$ cat config.mk
export PLATFORM = sky130hd
export DESIGN_NAME = mem_access_unit_flat
export DESIGN_NICKNAME = d
export VERILOG_FILES = /design/src/rtl/mem_access_unit_if.sv /design/src/rtl/mem_access_unit.sv /design/src/flat_wrapper.sv
export SDC_FILE = /design/constraint.sdc
export NUM_CORES = 1
export LEC_CHECK = 0
export CORE_UTILIZATION = 25
export CTS_BUF_LIST = sky130_fd_sc_hd__clkbuf_4 sky130_fd_sc_hd__clkbuf_8
export DETAILED_ROUTE_END_ITERATION = 6
export HOLD_SLACK_MARGIN = 0.08
export SYNTH_ARGS = -nofsm -noshare
export SYNTH_HDL_FRONTEND = slang
export SYNTH_SLANG_ARGS = --single-unit
$ cat constraint.sdc
create_clock -name clk -period 3.7 [get_ports clk]
set_input_delay 0.74 -clock clk [delete_from_list [all_inputs] [get_ports clk]]
set_output_delay 0.74 -clock clk [all_outputs]
set_load 0.005 [all_outputs]
$ cat src/rtl/mem_access_unit_if.sv
// mem_access_unit_if
// Bundles the MEM-stage micro-op handshake, the data-memory port and the
// write-back result of mem_access_unit.
//   slave  modport : used by mem_access_unit
//   master modport : used by whatever drives the micro-ops and models memory
// Parameters: XLEN (data width, 32 or 64), ADDR_W (address width).
//
// Handshake semantics: a micro-op transfers on a rising edge where
// in_valid && in_ready. The producer holds the micro-op fields stable while
// in_valid is high and not yet accepted. On the memory side dmem_req stays
// high with all request fields stable until the cycle dmem_ack is seen;
// dmem_rdata is sampled in that same cycle. out_valid is a one-cycle pulse
// with no back-pressure; misalign and bus_err only qualify it.
interface mem_access_unit_if #(
  parameter int XLEN   = 32,
  parameter int ADDR_W = 32
);
  logic              in_valid;
  logic              in_ready;
  logic [2:0]        mem_op;
  logic              mem_wr;
  logic              load_sign_ext;
  logic [ADDR_W-1:0] addr;
  logic [XLEN-1:0]   wdata;

  logic              dmem_req;
  logic              dmem_we;
  logic [XLEN/8-1:0] dmem_be;
  logic [ADDR_W-1:0] dmem_addr;
  logic [XLEN-1:0]   dmem_wdata;
  logic              dmem_ack;
  logic [XLEN-1:0]   dmem_rdata;

  logic              out_valid;
  logic [XLEN-1:0]   out_data;
  logic              misalign;
  logic              bus_err;

  modport slave (
    input  in_valid, mem_op, mem_wr, load_sign_ext, addr, wdata,
    input  dmem_ack, dmem_rdata,
    output in_ready,
    output dmem_req, dmem_we, dmem_be, dmem_addr, dmem_wdata,
    output out_valid, out_data, misalign, bus_err
  );

  modport master (
    output in_valid, mem_op, mem_wr, load_sign_ext, addr, wdata,
    output dmem_ack, dmem_rdata,
    input  in_ready,
    input  dmem_req, dmem_we, dmem_be, dmem_addr, dmem_wdata,
    input  out_valid, out_data, misalign, bus_err
  );
endinterface

$ cat src/rtl/mem_access_unit.sv
// mem_access_unit
// MEM-stage data-memory access unit. Accepts one decoded memory micro-op,
// either returns the ALU value (forward op), flags a misaligned access, or
// runs one request/acknowledge transaction on the data-memory port and
// returns the formatted load data (or 0 for a store / bus error).
// Ports:
//   clk       : clock, rising edge
//   rst       : synchronous active-high reset
//   bus       : mem_access_unit_if.slave (micro-op in, dmem port, result out)
//   dbg_state : current FSM state (0 = IDLE, 1 = WAIT)
// Parameters: XLEN (32/64), ADDR_W, TIMEOUT (WAIT cycles before bus error,
// 0 disables the timeout).
module mem_access_unit #(
  parameter int XLEN    = 32,
  parameter int ADDR_W  = 32,
  parameter int TIMEOUT = 16
) (
  input  logic                  clk,
  input  logic                  rst,
  mem_access_unit_if.slave      bus,
  output logic                  dbg_state
);
  localparam int NB = XLEN / 8;
  localparam int LB = $clog2(NB);
  localparam int XB = $clog2(XLEN);

  typedef enum logic {IDLE = 1'b0, WAIT = 1'b1} state_e;

  state_e            state, state_d;
  logic [31:0]       cnt, cnt_d;
  logic              req_q, req_d, we_q, we_d;
  logic [NB-1:0]     be_q, be_d;
  logic [ADDR_W-1:0] addr_q, addr_d;
  logic [XLEN-1:0]   wdata_q, wdata_d;
  logic              ov_q, ov_d, mis_q, mis_d, berr_q, berr_d;
  logic [XLEN-1:0]   od_q, od_d;
  // Access attributes kept for formatting the load data on ack.
  logic [1:0]        size_q, size_d;
  logic [LB-1:0]     off_q, off_d;
  logic              sext_q, sext_d, wr_q, wr_d;

  // ---------------- micro-op decode ----------------
  logic              fwd;
  logic [1:0]        size;
  logic [LB-1:0]     off;
  logic [LB-1:0]     size_mask;
  logic              mis;
  logic [NB-1:0]     be_new;
  logic [XLEN-1:0]   wdata_new;
  logic [ADDR_W-1:0] addr_new;

  always_comb begin
    fwd  = 1'b0;
    size = 2'd0;
    case (bus.mem_op)
      3'b000:  size = 2'd0;
      3'b001:  size = 2'd1;
      3'b010:  size = 2'd2;
      // dword only exists on a 64-bit datapath; otherwise it is a forward op
      3'b011:  if (XLEN == 64) size = 2'd3; else fwd = 1'b1;
      default: fwd = 1'b1;
    endcase
  end

  assign off       = bus.addr[LB-1:0];
  assign size_mask = LB'((4'd1 << size) - 4'd1);
  assign mis       = |(off & size_mask);
  assign wdata_new = bus.wdata << {off, 3'b000};
  assign addr_new  = bus.addr & ~ADDR_W'(NB - 1);

  // Lanes off .. off+nbytes-1 are enabled.
  always_comb begin
    be_new = '0;
    for (int i = 0; i < NB; i++) begin
      be_new[i] = (i >= int'(off)) && (i < int'(off) + (1 << size));
    end
  end

  // ---------------- load data formatting ----------------
  logic [XLEN-1:0] shifted;
  logic [XLEN-1:0] load_fmt;
  logic [XB-1:0]   msb;
  logic            ext;

  assign shifted = bus.dmem_rdata >> {off_q, 3'b000};
  assign msb     = XB'((32'd8 << size_q) - 32'd1);
  assign ext     = sext_q & shifted[msb];

  always_comb begin
    load_fmt = '0;
    for (int i = 0; i < XLEN; i++) begin
      load_fmt[i] = (i <= int'(msb)) ? shifted[i] : ext;
    end
  end

  // ---------------- FSM: state register ----------------
  always_ff @(posedge clk) begin
    if (rst) begin
      state   <= IDLE;
      cnt     <= '0;
      req_q   <= 1'b0;
      we_q    <= 1'b0;
      be_q    <= '0;
      addr_q  <= '0;
      wdata_q <= '0;
      ov_q    <= 1'b0;
      od_q    <= '0;
      mis_q   <= 1'b0;
      berr_q  <= 1'b0;
      size_q  <= 2'd0;
      off_q   <= '0;
      sext_q  <= 1'b0;
      wr_q    <= 1'b0;
    end else begin
      state   <= state_d;
      cnt     <= cnt_d;
      req_q   <= req_d;
      we_q    <= we_d;
      be_q    <= be_d;
      addr_q  <= addr_d;
      wdata_q <= wdata_d;
      ov_q    <= ov_d;
      od_q    <= od_d;
      mis_q   <= mis_d;
      berr_q  <= berr_d;
      size_q  <= size_d;
      off_q   <= off_d;
      sext_q  <= sext_d;
      wr_q    <= wr_d;
    end
  end

  // ---------------- FSM: next state / next outputs ----------------
  always_comb begin
    state_d = state;
    cnt_d   = cnt;
    req_d   = req_q;
    we_d    = we_q;
    be_d    = be_q;
    addr_d  = addr_q;
    wdata_d = wdata_q;
    size_d  = size_q;
    off_d   = off_q;
    sext_d  = sext_q;
    wr_d    = wr_q;
    ov_d    = 1'b0;
    od_d    = '0;
    mis_d   = 1'b0;
    berr_d  = 1'b0;
    case (state)
      IDLE: begin
        if (bus.in_valid) begin
          if (fwd) begin
            ov_d = 1'b1;
            od_d = XLEN'(bus.addr);
          end else if (mis) begin
            ov_d  = 1'b1;
            mis_d = 1'b1;
          end else begin
            state_d = WAIT;
            cnt_d   = '0;
            req_d   = 1'b1;
            we_d    = bus.mem_wr;
            be_d    = be_new;
            addr_d  = addr_new;
            wdata_d = wdata_new;
            size_d  = size;
            off_d   = off;
            sext_d  = bus.load_sign_ext;
            wr_d    = bus.mem_wr;
          end
        end
      end
      WAIT: begin
        // ack is checked first so it wins over a timeout in the same cycle
        if (bus.dmem_ack) begin
          state_d = IDLE;
          req_d   = 1'b0;
          ov_d    = 1'b1;
          od_d    = wr_q ? '0 : load_fmt;
        end else if ((TIMEOUT > 0) && (cnt == 32'(TIMEOUT - 1))) begin
          state_d = IDLE;
          req_d   = 1'b0;
          ov_d    = 1'b1;
          berr_d  = 1'b1;
        end else begin
          cnt_d = cnt + 32'd1;
        end
      end
      default: state_d = IDLE;
    endcase
  end

  assign bus.in_ready   = (state == IDLE);
  assign bus.dmem_req   = req_q;
  assign bus.dmem_we    = we_q;
  assign bus.dmem_be    = be_q;
  assign bus.dmem_addr  = addr_q;
  assign bus.dmem_wdata = wdata_q;
  assign bus.out_valid  = ov_q;
  assign bus.out_data   = od_q;
  assign bus.misalign   = mis_q;
  assign bus.bus_err    = berr_q;
  assign dbg_state      = state;
endmodule

$ cat src/flat_wrapper.sv
// flat-port wrapper written by rule: the top's interface ports become plain ports
module mem_access_unit_flat 
#(
  parameter int XLEN    = 32,
  parameter int ADDR_W  = 32,
  parameter int TIMEOUT = 16
)
  (clk, rst, dbg_state, bus_in_valid, bus_mem_op, bus_mem_wr, bus_load_sign_ext, bus_addr, bus_wdata, bus_dmem_ack, bus_dmem_rdata, bus_in_ready, bus_dmem_req, bus_dmem_we, bus_dmem_be, bus_dmem_addr, bus_dmem_wdata, bus_out_valid, bus_out_data, bus_misalign, bus_bus_err);
  mem_access_unit_if #(.XLEN(XLEN), .ADDR_W(ADDR_W)) bus_i ();
  input  logic clk;
  input  logic rst;
  output logic dbg_state;
  input wire logic [$bits(bus_i.in_valid)-1:0] bus_in_valid;
  input wire logic [$bits(bus_i.mem_op)-1:0] bus_mem_op;
  input wire logic [$bits(bus_i.mem_wr)-1:0] bus_mem_wr;
  input wire logic [$bits(bus_i.load_sign_ext)-1:0] bus_load_sign_ext;
  input wire logic [$bits(bus_i.addr)-1:0] bus_addr;
  input wire logic [$bits(bus_i.wdata)-1:0] bus_wdata;
  input wire logic [$bits(bus_i.dmem_ack)-1:0] bus_dmem_ack;
  input wire logic [$bits(bus_i.dmem_rdata)-1:0] bus_dmem_rdata;
  output wire logic [$bits(bus_i.in_ready)-1:0] bus_in_ready;
  output wire logic [$bits(bus_i.dmem_req)-1:0] bus_dmem_req;
  output wire logic [$bits(bus_i.dmem_we)-1:0] bus_dmem_we;
  output wire logic [$bits(bus_i.dmem_be)-1:0] bus_dmem_be;
  output wire logic [$bits(bus_i.dmem_addr)-1:0] bus_dmem_addr;
  output wire logic [$bits(bus_i.dmem_wdata)-1:0] bus_dmem_wdata;
  output wire logic [$bits(bus_i.out_valid)-1:0] bus_out_valid;
  output wire logic [$bits(bus_i.out_data)-1:0] bus_out_data;
  output wire logic [$bits(bus_i.misalign)-1:0] bus_misalign;
  output wire logic [$bits(bus_i.bus_err)-1:0] bus_bus_err;
  assign bus_i.in_valid = bus_in_valid;
  assign bus_i.mem_op = bus_mem_op;
  assign bus_i.mem_wr = bus_mem_wr;
  assign bus_i.load_sign_ext = bus_load_sign_ext;
  assign bus_i.addr = bus_addr;
  assign bus_i.wdata = bus_wdata;
  assign bus_i.dmem_ack = bus_dmem_ack;
  assign bus_i.dmem_rdata = bus_dmem_rdata;
  assign bus_in_ready = bus_i.in_ready;
  assign bus_dmem_req = bus_i.dmem_req;
  assign bus_dmem_we = bus_i.dmem_we;
  assign bus_dmem_be = bus_i.dmem_be;
  assign bus_dmem_addr = bus_i.dmem_addr;
  assign bus_dmem_wdata = bus_i.dmem_wdata;
  assign bus_out_valid = bus_i.out_valid;
  assign bus_out_data = bus_i.out_data;
  assign bus_misalign = bus_i.misalign;
  assign bus_bus_err = bus_i.bus_err;
  mem_access_unit #(.XLEN(XLEN), .ADDR_W(ADDR_W), .TIMEOUT(TIMEOUT)) u_core (.clk(clk), .rst(rst), .bus(bus_i), .dbg_state(dbg_state));
endmodule
; Yosys cells after proc, flatten, opt, wreduce, memory -nomap -nowiden
; Cells that the tools add are included.
[totals]
in_bits = 105
output_inout_bits = 107
regBits = 141
elab_cells = 151
[classes]
order_cmp = 39
muxes = 63
n_bitwise = 6
n_shift = 5
add_sub_neg = 4
n_eq_ne = 9
reduce_logical = 11
[ops]
columns = operator, count
row1 = $mux 32, 9
row2 = $pmux 32 s2, 2
row3 = $le 5x5->1 const A, 16
row4 = $lt 3x32->1 const A, 2
row5 = $mux 1, 47
row6 = $le 4x5->1 const A, 8
row7 = $add 3x32->32, 1
row8 = $add 32x1->32 const B, 1
row9 = $eq 32x4->1 const B, 1
row10 = $lt 1x32->1 const A, 1
row11 = $lt 2x32->1 const A, 1
row12 = $shl 1x2->32 const A, 1
row13 = $shl 32x5->32, 1
row14 = $shr 32x5->32, 1
row15 = $le 3x5->1 const A, 4
row16 = $le 2x5->1 const A, 2
row17 = $ne 2x2->1 const B, 5
row18 = $reduce_and 4->1, 2
row19 = $lt 5x6->1 const B, 1
row20 = $pmux 1 s2, 3
row21 = $reduce_or 3->1, 2
row22 = $bmux 1 s5, 1
row23 = $le 1x5->1 const A, 1
row24 = $reduce_and 5->1, 1
row25 = other kinds (17), 23

; Logic depth before layout (Yosys ltp)
; Gate-level depths: netlist (run 1).
[depth]
depth_word = 10
depth_mapped = 12
mapped_depth_nobuf = 12

; Worst setup path before layout (run 1)
; No wires, ideal clock.
[synth_timing]
path_kind = input -> register
startpoint = in bus_addr[1]
endpoint = reg u_core.be_q[1], in the netlist u_core.bus.dmem_be[1]
t_arrival_ns = 2.813
setup_time_ns = 0.128
setup_slack_ns = 0.759
required_time_ns = 3.572
cell_stages = 11
path_cell_list = clkbuf_1 -> buf_1 -> clkbuf_1 -> inv_1 -> fa_1 -> a211oi_1 -> mux2i_1 -> nor2b_1 -> nor3_1 -> a21oi_1 -> nor2_1
[synth_between]
elab_chain_len = 4
elab_cells_between_ends = 8
cone_classes = 1 x add/sub / 2 x order compare / 2 x bitwise / 3 x reduce/logical
[synth_rtl]
columns = item, line_no
row1 = "start, declared", flat_wrapper.sv:17  ; input wire logic [$bits(bus_i.addr)-1:0] bus_addr;
row2 = "parallel branches: the longest is 4 deep, another holds $add 3x32->32", n/a
row3 = "end signal, assigned", mem_access_unit.sv:103  ; be_q <= '0;
row4 = "end signal, assigned", mem_access_unit.sv:119  ; be_q <= be_d;
row5 = "end, declared", mem_access_unit.sv:32  ; logic [NB-1:0] be_q, be_d;
; Parallel ways; which one is timed is not known.
; A chain may end at the register's enable or synchronous reset.

; Worst setup path after layout (run 1)
[layout_timing]
startpoint = in bus_mem_op[1]
endpoint = reg u_core.cnt[13]
[layout_between]
elab_chain_len = 8
elab_cells_between_ends = 12
cone_classes = 1 x add/sub / 4 x eq/ne / 1 x shift / 1 x mux / 1 x bitwise / 4 x reduce/logical
[layout_rtl]
columns = item, line_no
row1 = "start, declared", flat_wrapper.sv:14  ; input wire logic [$bits(bus_i.mem_op)-1:0] bus_mem_op;
row2 = $eq 3x2->1 / $eq 3x1->1 (equally long branches), mem_access_unit.sv:55  ; case (bus.mem_op)
row3 = $pmux 2 s2, mem_access_unit.sv:55
row4 = $shl 1x2->2, mem_access_unit.sv:66  ; assign size_mask = LB'((4'd1 << size) - 4'd1);
row5 = $sub 2x1->2, mem_access_unit.sv:66
row6 = $and 2x2->2, mem_access_unit.sv:67  ; assign mis = |(off & size_mask);
row7 = $reduce_or 2->1, mem_access_unit.sv:67
row8 = $ne 2x2->1 (no line), n/a
row9 = $reduce_and 5->1 (no line) *, n/a
row10 = "end signal, assigned", mem_access_unit.sv:116  ; cnt <= cnt_d;
row11 = "end, declared", mem_access_unit.sv:30  ; logic [31:0] cnt, cnt_d;
; Mark *: on every way between the ends. The rest lies on a longest branch, timed or not.

==> impl_metrics.csv, run 1 <==
group,metric,value,unit
outcome,outcome,"finished clean",
power_and_ir_drop,p_leak,3.169,nW
finish,drive_above_1_share,0.06872,
floorplanning,rows,58,
sta,fmax,341.0,MHz
global_route,antenna_found_initial,0,
synthesis,synth_compound_area_frac,0.1981,
clocking,htreeDepth,4,
power_and_ir_drop,combPwrFrac,0.143,
clocking,cts_sinks,141,
clocking,cts_resized,0,
floorplanning,initial_core_util,0.2553,
synthesis,post-synth-top-area-cell,"dfxtp_1",
routing,num_vias,6324,
routing,routed_wl,21.62,mm
synthesis,synth_area,0.006430,mm2
critical_path,start_kind,"primary input",
power_and_ir_drop,power_density,374.1,mW/mm2
sta,slew_headroom,0.3861,
sta,period_minus_slack,2.932,ns
synthesis,synth_xor_area_frac,0.001362,
routing,ant_nets,0,
clocking,cts_tree,"yes",
synthesis,synth_top_family_by_area,"simple AND/OR/NAND/NOR gates",
floorplanning,core,0.02518,mm2
placement,gp_congestion,0.8042,
synthesis,avgSynthCellArea,8.265,um2
routing,drc,0,
routing,firstDrtPassIters,5,
synthesis,ys_ff_latch,141,
critical_path,worstPathMaxFanout,37,
routing,via_per_inst,4.846,
floorplanning,fp.dieH,162.4,um
power_and_ir_drop,peakVddDrop,0.1940,mV
sta,tns,0,ns
synthesis,ys_seq_area_frac,0.4390,
sta,period_share,0.7925,
synthesis,synthMuxAreaShare,0.07317,
synthesis,yosysUniqueCellTypes,49,
placement,port_buffers,209,
finish,final_nets,1075,
critical_path,endpoint_kind,"flop",
routing,wire_per_inst,16.57,um
placement,place_hpwl,15.59,mm
critical_path,worstPathRequired,4.07,ns
power_and_ir_drop,share_seq_of_total_power,0.458,
sta,final-setup-viol-count,0,
synthesis,syn_inst,778,
synthesis,synth_top_cell_area_share,0.4390,
power_and_ir_drop,power.internal,0.002579,W
floorplanning,die-area,0.02637,mm2
global_route,grtUsageTotal,0.1649,
synthesis,yosys_warnings,0,
min_path,worstHoldPathType,"flop to flop",
routing,drtIter0Drc,332,
critical_path,crit_type,"primary input to flop",
clocking,clock_latency,0.45,ns
sta,tightest_slew,0.9208,ns
synthesis,synthAdderAreaFrac,0.01479,
synthesis,synthTopCellsByArea,"dfxtp_1, nand2_1, a21oi_1",
sta,final_hold_viol_count,0,
clocking,cts.path.max_buffers,2,
global_route,grt_pass1_vias,6173,
synthesis,synthSimpleGateAreaFrac,0.2244,
clocking,postCtsHoldBufs,0,
sta,rsz0062_at_grt,"no",
clocking,numCtsBuffers,17,
clocking,cts-root-buf,"clkbuf_8",
power_and_ir_drop,switching_share,0.2540,
critical_path,cp.arrival,3.30,ns
sta,fin_skew,0.01160,ns
sta,drv_slew,0,
power_and_ir_drop,total_power,0.003457,W
power_and_ir_drop,p_switching,0.0008781,W
job,drv_cap,0,
floorplanning,fp.dieW,162.4,um
floorplanning,ios,212,
global_route,grt_max_degree,81,
global_route,grt_pass1_wl,33.67,mm
power_and_ir_drop,p_clk_frac,0.399,
global_route,grt_overflow_total,0,
finish,antennaDiodeCount,0,
clocking,cts_setup_buffers,0,
clocking,clkTransAtPathRegs,0.07,ns
finish,areaGrowthSynthToFinish,43.72,%
==> final cells by class <==
cell class,instances,area [um2]
multi-input cells,565,3308
inverters,12,45.04
well taps,330,412.9
repair buffers,226,2222
flip-flops and latches,141,2823
clock inverters,11,167.7
clock buffers,20,262.8
fillers,2604,15940
==> sequential cells by signal (all words and copies together), names as in the netlist <==
| name | flops |
|---|---|
| u_core.bus.dmem_wdata | 32 |
| u_core.bus.out_data | 32 |
| u_core.cnt | 32 |
| u_core.bus.dmem_addr | 30 |
| u_core.bus.dmem_be | 4 |
| u_core.off_q | 2 |
| u_core.size_q | 2 |
| u_core.bus.bus_err | 1 |
| u_core.bus.dmem_req | 1 |
| u_core.bus.dmem_we | 1 |
| u_core.bus.misalign | 1 |
| u_core.bus.out_valid | 1 |
| u_core.dbg_state | 1 |
| u_core.sext_q | 1 |
==> worst max-delay path: stages <==
cell and delay (ns):
clkdlybuf4s50_1 0.54, nor3b_1 0.30, or2_2 0.18, ha_1 0.16
nor2_1 0.07, nand2_1 0.13, nor2_4 0.06, a21oi_4 0.62
buf_4 0.27, o21ai_0 0.09, a21oi_1 0.13
==> cell usage after synthesis (all sizes together) <==
master and number:
o21ai 34, a32oi 1, fa 1, mux2i 38, nand2 134, nand2b 3, nand3 23, or3 18
xor2 1, mux2 8, a221o 15, and2 3, inv 12, nor3b 3, conb 1, nor2b 12
nor4 8, o22ai 1, and4 3, a22oi 8, clkbuf 34, or2 3, a211oi 25, o211a 1
a21oi 96, nor2 47, buf 27, nor4b 1, and3 4, nor3 21, ha 6, or4 12
o31ai 10, a22o 8, nand4 10, o211ai 4, dfxtp 141, o31a 1
==> routing by layer <==
metal,share of wire,global-route usage
met4,0.023,0.06475
met5,0,0
met1,0.43,0.2008
met3,0.081,0.05348
met2,0.47,0.2681
==> power groups by stage <==
| stage | Sequential (W) | Clock (W) | Combinational, W |
|---|---|---|---|
| after floorplan | 0.00162 | 0 | 0.000208 |
| after global placement | 0.00162 | 0 | 0.000494 |
| after detailed placement | 0.00162 | 0 | 0.000496 |
| after CTS | 0.00158 | 0.00143 | 0.000499 |
| after global routing | 0.00159 | 0.00149 | 0.000536 |
| final | 0.00158 | 0.00138 | 0.000493 |
==> metrics by stage <==
step	worst slack [ns]	instances	hold slack (ns)	cell area, um2	util
2_1_floorplan	0.7593	779	0.4366	6434	-
3_3_place_gp	0.3635	1274	0.4383	8811	0.3499
3_5_place_dp	0.2723	1274	0.4461	8811	0.3499
4_1_cts	0.7513	1305	0.4584	9241	0.3670
5_1_grt	0.5486	1305	0.4749	9241	0.3670
6_report	0.7678	1305	0.4554	9241	0.3670
==> placed cells by master, fill, tap and decap left out, types with 11 or more instances in the layout <==
cell type	n
or4_1	12
a221o_1	15
nand2_1	134
clkbuf_8	18
o21ai_0	27
dfxtp_1	141
a21oi_1	95
mux2i_1	38
buf_4	16
nand3_1	23
nor2b_1	12
inv_1	11
clkdlybuf4s50_1	207
or3_1	18
nor3_1	19
nor2_1	46
a211oi_1	25
==> logic make-up (layout without fill, tap and decap cells) <==
logic type,Yosys count,in the layout
xor gates and xnor gates,1,1
AOI/OAI and AO/OA,204,204
muxes,46,46
buffers and inverters,73,269
adders and majority gates,7,7
DFF,141,141
other,1,2
and+or+nand+nor,305,305
==> final timing paths <==
kind              slack [ns]                       to               startpoint  cells after the start
hold reg to reg         0.46  u_core.bus.dmem_addr[3]  u_core.bus.dmem_addr[3]                      2
setup reg to reg        1.15           u_core.cnt[13]            u_core.cnt[0]                      8
hold / removal          0.46  u_core.bus.dmem_addr[3]  u_core.bus.dmem_addr[3]                      2
setup / recovery        0.77           u_core.cnt[13]            bus_mem_op[1]                     11
Power figures use the tool's default switching activity.
==> run 2, diff against run 1 <==
clock period = 2.64 ns   (was 3.7 ns; I/O delays follow)
==> impl_metrics.csv, run 2 (synthesized netlist as in run 1, its figures left out) <==
group,metric,value,unit
outcome,outcome,"finished clean",
power_and_ir_drop,combPwrFrac,0.148,
finish,antennaDiodeCount,0,
sta,drv_slew,0,
critical_path,regToRegSetupSlack,0.17,ns
routing,drc,0,
sta,fin_skew,0.01942,ns
job,drv_cap,0,
finish,final_nets,1100,
finish,areaGrowthSynthToFinish,49.10,%
sta,final_hold_viol_count,0,
routing,drtIter0Drc,368,
critical_path,path_buf_inv,2,
floorplanning,initial_core_util,0.2553,
clocking,htreeDepth,4,
min_path,timing.hold.worst_endpoint,"u_core.bus.dmem_addr[2]",
routing,num_vias,6456,
min_path,min_path_cells,2,
global_route,antenna_found_initial,1,
critical_path,worst_r2r_startpoint,"u_core.size_q[0]",
routing,ant_nets,0,
floorplanning,ios,212,
sta,period_share,0.9573,
floorplanning,fp.dieW,162.4,um
power_and_ir_drop,p_clk_frac,0.413,
sta,rsz0062_at_grt,"yes",
critical_path,worstPathMaxFanout,16,
placement,gp_congestion,0.8413,
critical_path,crit_type,"primary input to flop",
power_and_ir_drop,share_seq_of_total_power,0.439,
power_and_ir_drop,switching_share,0.2532,
finish,most-common-layout-cells,"clkdlybuf4s50_1, dfxtp_1, nand2_1, a21oi_1, nor2_1",
clocking,cts-root-buf,"clkbuf_8",
floorplanning,die-area,0.02637,mm2
clocking,cts.path.max_buffers,2,
finish,drive_above_1_share,0.09700,
global_route,grt_pass1_vias,6065,
critical_path,critPathMaxStageDelay,0.52,ns
finish,fill_cells,2597,
finish,final_area,0.009587,mm2
critical_path,r2r_cells,6,
power_and_ir_drop,p_leak,3.360,nW
clocking,cts_tree,"yes",
min_path,worstHoldPathType,"flop to flop",
sta,tightest_slew,0.8141,ns
critical_path,regToRegEndpoint,"u_core.bus.out_data[28]",
critical_path,start_kind,"primary input",
floorplanning,rows,58,
sta,final-setup-viol-count,0,
clocking,cts_setup_buffers,0,
placement,place_hpwl,16.43,mm
critical_path,endpoint_kind,"flop",
critical_path,worstPathRequired,3.04,ns
power_and_ir_drop,p_switching,0.001280,W
power_and_ir_drop,peakVddDrop,0.3028,mV
min_path,min-delay-start,"u_core.bus.dmem_addr[2]",
global_route,grtUsageTotal,0.1657,
clocking,clkTransAtPathRegs,0.08,ns
routing,firstDrtPassIters,6,
routing,wire_per_inst,16.54,um
placement,post_dp_cell_area,0.009099,mm2
sta,fmax,395.7,MHz
clocking,numCtsBuffers,17,
power_and_ir_drop,power_density,527.2,mW/mm2
critical_path,cpMaxStageDelayCell,"or4_1",
floorplanning,core,0.02518,mm2
clocking,cts_sinks,141,
finish,final_common_cell,"clkdlybuf4s50_1",
critical_path,cp.arrival,2.92,ns
clocking,clock_latency,0.46,ns
routing,via_per_inst,4.854,
power_and_ir_drop,power.internal,0.003774,W
routing,routed_wl,22.00,mm
global_route,grt_overflow_total,0,
critical_path,cp_cell_sequence,"clkdlybuf4s50_1 -> nor3b_1 -> or2_2 -> ha_1 -> nor2_2 -> nand2_1 -> nor2_4 -> a21oi_4 -> buf_12 -> or4_1 -> a21oi_2",
sta,period_minus_slack,2.527,ns
global_route,grt_pass1_wl,33.71,mm
sta,slew_headroom,0.4531,
critical_path,cp_top_family,"simple AND/OR/NAND/NOR gates",
floorplanning,fp.dieH,162.4,um
sta,tns,0,ns
global_route,grt_max_degree,46,
placement,port_buffers,209,
run 2: how the worst max path moves through the flow:
stage,depth (start not counted),from,to
4_1_cts,11,bus_mem_op[0],u_core.cnt[31]
5_1_grt,11,bus_mem_op[0],u_core.cnt[16]
3_5_place_dp,11,bus_mem_op[0],u_core.cnt[11]
6_report,11,bus_mem_op[0],u_core.cnt[31]
3_3_place_gp,11,bus_mem_op[0],u_core.cnt[11]
2_1_floorplan,11,bus_addr[1],u_core.bus.dmem_be[1]
run 2: tightest hold or removal path, stage by stage (launching register included):
cell and delay (ns):
dfxtp_1 0.31, nand2_1 0.05, a21oi_1 0.05
run 2: power groups by stage:
stage	logic (W)	registers (W)	clock network (W)
floorplan	0.000292	0.00227	0
global placement	0.000745	0.00227	0
detailed placement	0.000748	0.00227	0
CTS	0.000752	0.00222	0.00215
global route	0.000812	0.00223	0.00225
finish	0.000749	0.00222	0.00209
run 2: layer usage:
metal | vias up | GRT usage | share of wire
li1 | 3205 | - | -
met1 | 3018 | 0.2019 | 0.44
met3 | 26 | 0.05526 | 0.073
met5 | - | 0 | 0.00050
met4 | 2 | 0.05103 | 0.015
met2 | 205 | 0.2743 | 0.47
run 2: stage by stage:
stage	hold slack [ns]	utilization	cells	total power, W	worst slack [ns]
floorplan	0.4366	-	779	0.002562	0.08773
global placement	0.4393	0.3613	1299	0.003013	-0.3550
detailed placement	0.4480	0.3613	1299	0.003017	-0.4206
CTS	0.4394	0.3800	1330	0.005121	0.08610
global route	0.4727	0.3807	1330	0.005285	-0.009815
finish	0.4576	0.3807	1330	0.005054	0.1127
run 2: area by class of cell:
cell class / count / area, um2 / share of cell area
multi-input cells: 565 / 3326 / 0.3469
flip-flops and latches: 141 / 2823 / 0.2944
repair buffers: 251 / 2510 / 0.2618
well taps: 330 / 412.9 / 0.04307
clock buffers: 19 / 261.5 / 0.02728
clock inverters: 12 / 209.0 / 0.02180
inverters: 12 / 45.04 / 0.004699
run 2: repair_timing:
item                       4_1_cts  5_1_grt
setup endpoints to repair        0       31
hold buffers                     0        0
resized for setup                0        5
hold endpoints to repair         0        0
==> run 3, diff against run 2 <==
SETUP_SLACK_MARGIN = 0.02   (was unset)
SLEW_MARGIN = 20   (was unset)
==> impl_metrics.csv, run 3 (synthesized netlist as in run 1, its figures left out) <==
group,metric,value,unit
critical_path,worstPathMaxFanout,9,
job,drv_cap,0,
global_route,grt_pass1_wl,33.71,mm
routing,drc,0,
placement,dp_slack,-0.4206,ns
power_and_ir_drop,p_clk_frac,0.413,
floorplanning,core,0.02518,mm2
power_and_ir_drop,power.internal,0.003776,W
sta,slew_headroom,0.5234,
global_route,grt_max_degree,46,
clocking,clock_latency,0.46,ns
sta,whs,0.4577,ns
min_path,min-delay-start,"u_core.bus.dmem_be[2]",
power_and_ir_drop,power_density,526.0,mW/mm2
clocking,cts.path.max_buffers,2,
critical_path,crit_type,"primary input to flop",
power_and_ir_drop,peakVddDrop,0.3025,mV
routing,via_per_inst,4.843,
critical_path,regToRegSetupSlack,0.39,ns
floorplanning,initial_core_util,0.2553,
routing,wl_met2,10.38,mm
floorplanning,fp.dieH,162.4,um
placement,port_buffers,209,
sta,tns,0,ns
power_and_ir_drop,combPwrFrac,0.149,
clocking,postCtsHoldBufs,0,
sta,final-setup-viol-count,0,
routing,drtIter0Drc,361,
sta,rsz0062_at_grt,"yes",
clocking,cts_tree,"yes",
sta,drv_slew,0,
finish,drive_above_1_share,0.1008,
routing,wire_per_inst,16.50,um
sta,tightest_slew,0.7122,ns
finish,most-common-layout-cells,"clkdlybuf4s50_1, dfxtp_1, nand2_1, a21oi_1, nor2_1",
global_route,grt_pass1_vias,6065,
critical_path,start_kind,"primary input",
clocking,clkTransAtPathRegs,0.08,ns
floorplanning,die-area,0.02637,mm2
critical_path,r2r_cells,6,
finish,areaGrowthSynthToFinish,49.48,%
power_and_ir_drop,p_switching,0.001279,W
sta,postLayoutSetupSlackWorst,0.1331,ns
global_route,grtUsageTotal,0.1657,
global_route,grt_overflow_total,0,
power_and_ir_drop,share_seq_of_total_power,0.439,
clocking,cts-root-buf,"clkbuf_8",
sta,final_hold_viol_count,0,
outcome,outcome,"finished clean",
routing,drt-met1-wl,9.610,mm
min_path,timing.hold.worst_endpoint,"u_core.bus.dmem_be[2]",
sta,fmax,398.9,MHz
routing,top_layer,"met5",
power_and_ir_drop,switching_share,0.2531,
power_and_ir_drop,p_leak,3.380,nW
finish,final_common_cell,"clkdlybuf4s50_1",
critical_path,regToRegEndpoint,"u_core.bus.out_data[15]",
critical_path,cp.arrival,2.83,ns
routing,firstDrtPassIters,5,
finish,fin_util,0.3817,
finish,antennaDiodeCount,0,
sta,period_minus_slack,2.507,ns
clocking,numCtsBuffers,17,
routing,wl_met3,1.639,mm
placement,place_hpwl,16.43,mm
clocking,htreeDepth,4,
critical_path,endpoint_kind,"flop",
min_path,min_path_cells,2,
routing,num_vias,6451,
routing,routed_wl,21.98,mm
min_path,worstHoldPathType,"flop to flop",
clocking,cts_sinks,141,
floorplanning,fp.dieW,162.4,um
critical_path,worst_r2r_startpoint,"u_core.size_q[0]",
finish,final_nets,1102,
floorplanning,ios,212,
floorplanning,rows,58,
routing,ant_nets,0,
critical_path,worstPathRequired,2.97,ns
sta,period_share,0.9496,
finish,fill_cells,2592,
global_route,antenna_found_initial,1,
sta,fin_skew,0.01625,ns
placement,gp_congestion,0.8413,
==> run 3: cell types whose count changed in the layout (fill, tap and decap cells not counted) <==
cell / previous run / this run
buf_4: 33 / 35
clkdlybuf4s50_1: 207 / 206
dlymetal6s2s_1: 0 / 1
nand2_1: 134 / 133
nand2_2: 0 / 1
nor3_1: 19 / 18
nor3_2: 2 / 3
==> run 3: how the worst max path moves through the flow <==
stage,startpoint,to,slack (ns)
detailed placement,bus_mem_op[0],u_core.cnt[11],-0.42
CTS,bus_mem_op[0],u_core.cnt[31],0.09
floorplan,bus_addr[1],u_core.bus.dmem_be[1],0.09
global route,bus_mem_op[1],u_core.cnt[9],0.01
finish,bus_mem_op[2],u_core.bus.dmem_wdata[20],0.13
global placement,bus_mem_op[0],u_core.cnt[11],-0.35
==> run 3: what timing repair did <==
action | CTS | global route
gates resized for setup | 0 | 8
buffers inserted | 0 | 2
endpoints found under the hold margin | 0 | 0
setup endpoints to repair | 0 | 52
==> run 3: metal layers <==
metal | vias to the layer above | track usage
met1 | 3000 | 0.2019
met5 | - | 0
met3 | 26 | 0.05526
met4 | 2 | 0.05103
met2 | 208 | 0.2743
li1 | 3215 | -
==> run 3: cell type report <==
| cell class | instances | area (um2) | area share |
|---|---|---|---|
| multi-input cells | 565 | 3333 | 0.3468 |
| flip-flops and latches | 141 | 2823 | 0.2937 |
| repair buffers | 253 | 2527 | 0.2630 |
| well taps | 330 | 412.9 | 0.04296 |
| clock buffers | 19 | 261.5 | 0.02721 |
| clock inverters | 12 | 209.0 | 0.02174 |
| inverters | 12 | 45.04 | 0.004686 |
==> run 3: metrics by stage <==
step           area (um2)  total power, W  instances
6_report             9612        0.005056       1332
5_1_grt              9612        0.005288       1332
4_1_cts              9569        0.005121       1330
3_5_place_dp         9099        0.003017       1299
3_3_place_gp         9099        0.003013       1299
2_1_floorplan        6435        0.002562        779
==> run 3: critical path, cell delays in order <==
cell and delay (ns):
clkdlybuf4s50_1 0.51, nor3b_1 0.08, or2_2 0.32, ha_1 0.21, nor2_2 0.14, buf_4 0.12
nand4_1 0.21, buf_12 0.22, buf_4 0.17, a211oi_1 0.25, nor3_1 0.07
==> run 3: power groups by stage <==
stage	logic, W	clock network, W	registers [W]
after floorplan	0.000292	0	0.00227
after global placement	0.000745	0	0.00227
after detailed placement	0.000748	0	0.00227
after CTS	0.000752	0.00215	0.00222
after global routing	0.000815	0.00225	0.00223
final	0.000751	0.00209	0.00222
